### src/rtl/vic_prio_wb.sv
// Vectored interrupt controller: N request channels with masking, edge or level latching,
// and fixed or round-robin priority. Answers the acknowledge strobe with the winner's vector.
module vic_prio_wb #(
  parameter int unsigned N       = 2,
  parameter bit          EDGE    = 1'b1,
  parameter bit          ROTATE  = 1'b0,
  parameter logic [15:0] DEF_VEC = 16'o0
) (
  input  logic            clk_sys,
  input  logic            reset,
  input  logic            ce,
  input  logic [16*N-1:0] ivec,
  input  logic [N-1:0]    ireq,
  input  logic [N-1:0]    imask,
  output logic [N-1:0]    iack,
  input  logic            wb_stb_i,
  output logic [15:0]     wb_dat_o,
  output logic            wb_ack_o,
  output logic            wb_irq_o
);

  localparam int unsigned PW = (N > 1) ? $clog2(N) : 1;

  typedef enum logic [1:0] {
    S_IDLE = 2'd0,
    S_ACK  = 2'd1,
    S_DROP = 2'd2
  } state_t;

  state_t          state_q, state_d;
  logic [N-1:0]    pend_q, pend_d;
  logic [N-1:0]    ireq_q;
  logic [PW-1:0]   ptr_q, ptr_d;
  logic [N-1:0]    iack_q, iack_d;
  logic [15:0]     dat_q, dat_d;
  logic            ack_q, ack_d;
  logic            irq_q, irq_d;
  logic [N-1:0]    elig_s;
  logic [N-1:0]    clr_s;
  logic [N-1:0]    grant_s;
  logic [PW:0]     pick_s;
  logic            found_s;
  logic [PW-1:0]   win_s;

  // Scan from base-1 downward (wrapping), so channel 'base' has the lowest priority.
  function automatic logic [PW:0] pick_winner(input logic [N-1:0] el, input int unsigned base);
    logic [PW:0] r;
    int unsigned idx;
    r = '0;
    for (int unsigned k = 1; k <= N; k++) begin
      idx = (base + N - k) % N;
      r   = (!r[PW] && (|(el & (N'(1'b1) << idx)))) ? {1'b1, idx[PW-1:0]} : r;
    end
    return r;
  endfunction

  // Eligible set and priority winner for the current tick.
  always_comb begin
    elig_s  = pend_q & ~imask;
    pick_s  = pick_winner(elig_s, ROTATE ? 32'(ptr_q) : 32'd0);
    found_s = pick_s[PW];
    win_s   = pick_s[PW-1:0];
    grant_s = N'(1'b1) << win_s;
  end

  // Acknowledge FSM, pending update and irq next-state.
  always_comb begin
    state_d = state_q;
    dat_d   = dat_q;
    ack_d   = ack_q;
    iack_d  = '0;
    ptr_d   = ptr_q;
    clr_s   = '0;
    case (state_q)
      S_IDLE: begin
        if (wb_stb_i) begin
          state_d = S_ACK;
          ack_d   = 1'b1;
          if (found_s) begin
            dat_d  = 16'(ivec >> {win_s, 4'd0});
            iack_d = grant_s;
            clr_s  = grant_s;
            ptr_d  = win_s;
          end else begin
            dat_d  = DEF_VEC;
          end
        end else begin
          state_d = S_IDLE;
        end
      end
      S_ACK: begin
        if (!wb_stb_i) begin
          state_d = S_DROP;
        end else begin
          state_d = S_ACK;
        end
      end
      S_DROP: begin
        ack_d   = 1'b0;
        dat_d   = 16'd0;
        state_d = S_IDLE;
      end
      default: begin
        ack_d   = 1'b0;
        dat_d   = 16'd0;
        state_d = S_IDLE;
      end
    endcase
    // A fresh edge on the grant tick wins over the grant clear.
    pend_d = EDGE ? ((pend_q & ~clr_s) | (ireq & ~ireq_q)) : ireq;
    irq_d  = (state_q == S_IDLE) ? (|elig_s) : 1'b0;
  end

  // State registers; everything except reset advances only on ce.
  always_ff @(posedge clk_sys or posedge reset) begin
    if (reset) begin
      state_q <= S_IDLE;
      pend_q  <= '0;
      ireq_q  <= '0;
      ptr_q   <= '0;
      iack_q  <= '0;
      dat_q   <= 16'd0;
      ack_q   <= 1'b0;
      irq_q   <= 1'b0;
    end else if (ce) begin
      state_q <= state_d;
      pend_q  <= pend_d;
      ireq_q  <= ireq;
      ptr_q   <= ptr_d;
      iack_q  <= iack_d;
      dat_q   <= dat_d;
      ack_q   <= ack_d;
      irq_q   <= irq_d;
    end
  end

  assign iack     = iack_q;
  assign wb_dat_o = dat_q;
  assign wb_ack_o = ack_q;
  assign wb_irq_o = irq_q;

endmodule
### config.mk
export PLATFORM = sky130hd
export DESIGN_NAME = vic_prio_wb
export DESIGN_NICKNAME = d
export VERILOG_FILES = /design/src/rtl/vic_prio_wb.sv
export SDC_FILE = /design/constraint.sdc
export NUM_CORES = 1
export LEC_CHECK = 0
export CORE_ASPECT_RATIO = 0.7
export CORE_MARGIN = 8
export CORE_UTILIZATION = 36
export CTS_CLUSTER_DIAMETER = 80
export CTS_CLUSTER_SIZE = 24
export DETAILED_ROUTE_END_ITERATION = 10
export PLACE_DENSITY = 0.75
export SLEW_MARGIN = 5
export SYNTH_ARGS = -nofsm -noshare
export SYNTH_HDL_FRONTEND = slang
export SYNTH_SLANG_ARGS = --single-unit
### constraint.sdc
create_clock -name clk_sys -period 1.5 [get_ports clk_sys]
set_clock_uncertainty 0.2 [all_clocks]
set_input_delay 0.375 -clock clk_sys [delete_from_list [all_inputs] [get_ports clk_sys]]
set_output_delay 0.375 -clock clk_sys [all_outputs]
set_load 0.02 [all_outputs]
==> Yosys cells after proc, flatten, opt, wreduce, memory -nomap -nowiden <==
Index checks and enable logic that the tools add are counted.
{ "classes": {"addsub": 0, "n_mul": 0, "n_div": 0, "magnitude_cmp": 0, "eq_ne": 2, "shifts": 2, "mux": 14, "bitwise_logic": 8, "n_reduce_logical": 5} }
{ "op_table": {"columns": ["operator", "n"], "rows": [
  ["$mux 16", 2],
  ["$pmux 16 s2", 1],
  ["$shr 32x5->16", 1],
  ["$mux 2", 6],
  ["$and 2x2->2", 3],
  ["$not 2->2", 3],
  ["$pmux 2 s2", 1],
  ["$mux 1", 3],
  ["$reduce_and 3->1", 1],
  ["$eq 2x1->1 const B", 1],
  ["$logic_not 2->1", 1],
  ["$ne 2x2->1 const B", 1],
  ["$or 2x2->2", 1],
  ["$pmux 1 s2", 1],
  ["$reduce_or 2->1", 1],
  ["$shl 1x1->2 const A", 1],
  ["$logic_and 1x1->1", 1],
  ["$logic_not 1->1", 1],
  ["$not 1->1", 1]
]} }
{ "totals": {"reg_bits": 26, "latch_bits": 0, "mem_bits_rw": 0, "romBits": 0, "input_bits": 40, "elab_cells": 38, "mem_count": 0} }

==> Logic depth before layout (Yosys ltp) <==
{ "logic_depth": {"depth_word": 13, "depth_mapped": 5, "mapped_depth_nobuf": 3} }

==> Worst setup path before layout <==
No wires, ideal clock.
{ "synth_path": {"path_type": "register -> register", "startpoint": "reg state_q[0]", "endpoint": "reg dat_q[15], in the netlist wb_dat_o[15]", "t_arrival_ns": 1.374, "required_time_ns": 1.236, "path_slack_ns": -0.139, "stages_incl_launch_ff": 5, "n_path_buf": 1, "synth_period_minus_slack_ns": 1.639, "cell_sequence": "dfrtp_1 nand4bb_4 nor4b_4 buf_6 a221o_2"} }
{ "synth_between": {"elab_chain_len": 3, "word_cells_on_any_way": 6, "cone_classes": "2 x eq/ne; 1 x mux; 1 x bitwise; 2 x reduce/logical"} }
{ "synth_lines": {"columns": ["element", "line", "source"], "rows": [
  ["start, declared", "30", "state_t state_q, state_d;"],
  ["start signal, assigned", "126", "state_q <= state_d;"],
  ["$logic_not 2->1 or $eq 2x1->1 (tied branches)", null, null],
  ["$ne 2x2->1 (no source line) or $not 1->1 (tied branches)", null, null],
  ["$reduce_and 3->1 (no source line)", null, null],
  ["end signal, assigned", "131", "dat_q <= dat_d;"],
  ["end, declared", "35", "logic [15:0] dat_q, dat_d;"]
]} }
Several ways; a longest one is shown, not always the timed one.
A chain may end at the register's enable or synchronous reset.

==> Worst setup path after layout <==
{ "layout_path": {"startpoint": "reg state_q[0]", "endpoint": "reg dat_q[2], in the netlist wb_dat_o[2]"} }
Same word-level chain as after synthesis.

==> impl_metrics.yaml <==
run_status:
  outcome: "complete, but fails checks"
  violations: "negative setup slack"
synth:
  register_area_share_after_synthesis_pct: 54.1
  synth_top_cells_by_count: "sky130_fd_sc_hd__dfrtp_1 (26), sky130_fd_sc_hd__a221o_2 (16), sky130_fd_sc_hd__and3_1 (16)"
  avg_inst_size_synth_sq_um: 12.9
  post-synth-top-count-cell: "sky130_fd_sc_hd__dfrtp_1"
  ys_async_sr_fraction_pct: 100
  yosys.area_share.adder_pct: 0
  postSynthNetCount: 133
  number_of_synthesized_flops_with_an_enable_pin: 0
  synth_compound_area_share_pct: 22.1
  synthTopCellsByArea: "sky130_fd_sc_hd__dfrtp_1 (54%), sky130_fd_sc_hd__a221o_2 (15%), sky130_fd_sc_hd__and3_1 (8.3%), sky130_fd_sc_hd__nand4bb_4 (2.3%), sky130_fd_sc_hd__nor4b_4 (2.0%)"
  synth_top_family_by_area: "compound AO/OA/AOI/OAI gates"
  netlist.area_leader.share_pct: 54.1
  synth_largest_area_cell: "sky130_fd_sc_hd__dfrtp_1"
  synth.yosys.warnings: 0
  ys_seq_elements: 26
  simple_gate_share_of_the_synthesized_area_pct: 18.1
  synth.mux.area_fraction_pct: 0.936
  gate_count_of_the_mapped_netlist: 93
  synth_cell_type_count: 26
  synth-main-ff-cell: "sky130_fd_sc_hd__dfrtp_1"
  syn-cell-area_sq_um: 1200
  synth-xor-area-share_pct: 0
clock_tree:
  cts_hold_buf: 0
  clock_tree.root_cell: "sky130_fd_sc_hd__clkbuf_8"
  cts.sinks: 26
  cts_tree: "done"
  clkTransAtPathRegs_ns: 0.09
  cts_made_buffers: 3
  clock_latency_ns: 0.27
  cts_max_path_buffers: 2
  htree_num_levels: 1
timing:
  timing.final.max_slew_violations: 0
  fin_crit_sh_pct: 106
  grt_setup_unrepaired: "yes"
  setup_violation_total_in_the_final_timing_report: 16
  hold_viol_final: 0
  clock.fmax_mhz: 630
  worstMarginPinSlew_ns: 0.331
  worst_slack_ns: -0.0885
  worst_slew_margin_rel_pct: 77.9
  post_layout_minimum_cycle_time_ns: 1.59
route:
  dr.first_iter.drc_count: 73
  antenna_left: 0
  vias_per_cell: 5.22
  finalWirelength_mm: 3.75
  remaining_drc_errors: 0
  routed_wire_length_per_instance_um: 17.9
  route.vias.total: 1096
  drt_pass1_iterations: 4
setup_path:
  worstPathCellList: "and2b_2, o21ai_2, buf_12, a221o_2"
  cp-start-kind: "flip-flop"
  timing.setup.critical_path_class: "reg2reg"
  reg2reg_to: "wb_dat_o[2]$_DFFE_PP0P_"
  worstReg2RegStart: "state_q[0]$_DFFE_PP0P_"
  crit_slowest_cell: "sky130_fd_sc_hd__dfrtp_1"
  crit_path_max_fanout: 16
  crit_path_end_kind: "flip-flop"
  rrSetupSlack_ns: -0.09
  cp_data_required_time_ns: 1.46
  timing.critical_path.slowest_cell_delay_ns: 0.42
  reg2reg_depth: 4
  cp_data_arrival_time_ns: 1.55
place:
  place.detailed.hpwl_mm: 2.75
  placed_cell_area_sq_um: 1970
  port_buffers: 59
  place.gp.congestion: 0.855
flow_run:
  maxcap_violations: 0
cells_and_area:
  nets: 213
  syn_to_final_growth_pct: 64.3
  num-fill-cells: 259
  antennaDiodeCount: 0
  drive_above_1_share_pct: 42.4
  area.sequential_sq_um: 651
  final_area_sq_um: 1980
  multi_input_gate_area_in_the_final_layout_sq_um: 528
global_route:
  groute.usage.overall_pct: 13.5
  antenna_violations_before_repair: 0
  grt_first_pass_wirelength_mm: 5.87
  total_congestion_overflow_after_global_routing: 0
  via_count_of_the_first_global_routing_pass: 1189
  pin_count_of_the_biggest_net_entering_global_routing: 27
pwr:
  ir_worst_vdd_mv: 0.554
  report.power.total_uw: 2090
  power.static_leakage_uw: 0.00102
  p_per_area_nw_per_um2: 1060
floorplan:
  coreArea_sq_um: 3170
  ioPinCount: 60
  fp.dieW_um: 85.1
  floorplan.initialDensity_pct: 38.0
  design.die.area_sq_um: 5480
  rows: 17
  chipHeight_um: 64.4
worst_hold_path:
  timing.hold.worst.class: "in2async"
## power by group
part	total, uW	switching (uW)	internal, uW
logic	740	348	392
clock network	459	224	235
registers	895	69.3	825
## flip-flops by register name, summed over array words and instances, names as in the netlist
signal    cells
pend_q        2
wb_ack_o      1
ireq_q        2
iack          2
wb_irq_o      1
wb_dat_o     16
state_q       2
## cell families after synthesis
group	Yosys count
simple gates	27
mux	1
compound gates	29
buf+inv	10
flops	26
## metal layers
metal / vias to the layer above / part of all wire (%) / track usage, %
met5: - / 0 / 0
met4: 0 / 0.59 / 2.65
met3: 4 / 6.2 / 4.34
met2: 42 / 47 / 23.6
met1: 525 / 46 / 15.8
li1: 525 / - / -
## worst max-delay path, delay by kind of cell (launching register included)
kind	cells	cell delay, ns
AND/OR/NAND/NOR	1	0.24
flip-flops	1	0.42
AO/OA/AOI/OAI	2	0.46
buffers and inverters	1	0.17
## through the flow
step | hold slack [ns] | TNS (ns) | setup WS [ns] | utilization (%) | cells
2_1_floorplan | 0.215 | -1.70 | -0.139 | - | 93
6_report | 0.221 | -1.19 | -0.0885 | 62.4 | 210
3_5_place_dp | 0.275 | -13.13 | -0.619 | 62.1 | 203
4_1_cts | 0.229 | -1.35 | -0.102 | 63.3 | 208
5_1_grt | 0.260 | -1.84 | -0.128 | 62.4 | 210
3_3_place_gp | 0.253 | -12.00 | -0.553 | 62.1 | 203
## final cells by class
cell class,instances,area share (%)
Timing Repair Buffer,80,34.5
Sequential cell,26,32.9
Multi-Input combinational cell,58,26.7
Clock buffer,4,2.78
Tap cell,38,2.40
Inverter,4,0.759
## repair_timing
action	CTS	global route
buffers inserted	1	1
gates cloned	0	1
endpoints found under the setup margin	43	29
pin swaps	3	1
gates resized for setup	78	16
## how the worst max path moves through the flow
| stage | startpoint | end | slack [ns] | cells past startpoint |
|---|---|---|---|---|
| 2_1_floorplan | state_q[0]$_DFFE_PP0P_ | wb_dat_o[15]$_DFFE_PP0P_ | -0.14 | 4 |
| 3_3_place_gp | wb_stb_i | wb_dat_o[4]$_DFFE_PP0P_ | -0.55 | 6 |
| 3_5_place_dp | wb_stb_i | wb_dat_o[2]$_DFFE_PP0P_ | -0.62 | 6 |
| 4_1_cts | state_q[0]$_DFFE_PP0P_ | wb_dat_o[13]$_DFFE_PP0P_ | -0.10 | 4 |
| 5_1_grt | state_q[1]$_DFFE_PP0P_ | wb_dat_o[0]$_DFFE_PP0P_ | -0.13 | 4 |
| 6_report | state_q[0]$_DFFE_PP0P_ | wb_dat_o[2]$_DFFE_PP0P_ | -0.09 | 4 |
## placed cells by master, fill, tap and decap left out, types with 2 or more instances in the layout
cell type / count
sky130_fd_sc_hd__clkdlybuf4s15_1: 2
sky130_fd_sc_hd__nand2_1: 3
sky130_fd_sc_hd__a21oi_1: 3
sky130_fd_sc_hd__o21ai_0: 2
sky130_fd_sc_hd__buf_2: 20
sky130_fd_sc_hd__inv_1: 4
sky130_fd_sc_hd__and3_1: 16
sky130_fd_sc_hd__clkdlybuf4s50_1: 35
sky130_fd_sc_hd__dfrtp_1: 26
sky130_fd_sc_hd__clkbuf_8: 4
sky130_fd_sc_hd__buf_12: 2
sky130_fd_sc_hd__a221o_2: 16
sky130_fd_sc_hd__buf_4: 17
sky130_fd_sc_hd__and4bb_4: 2
sky130_fd_sc_hd__buf_6: 2
Note: power is estimated with default switching activity, not from simulation.
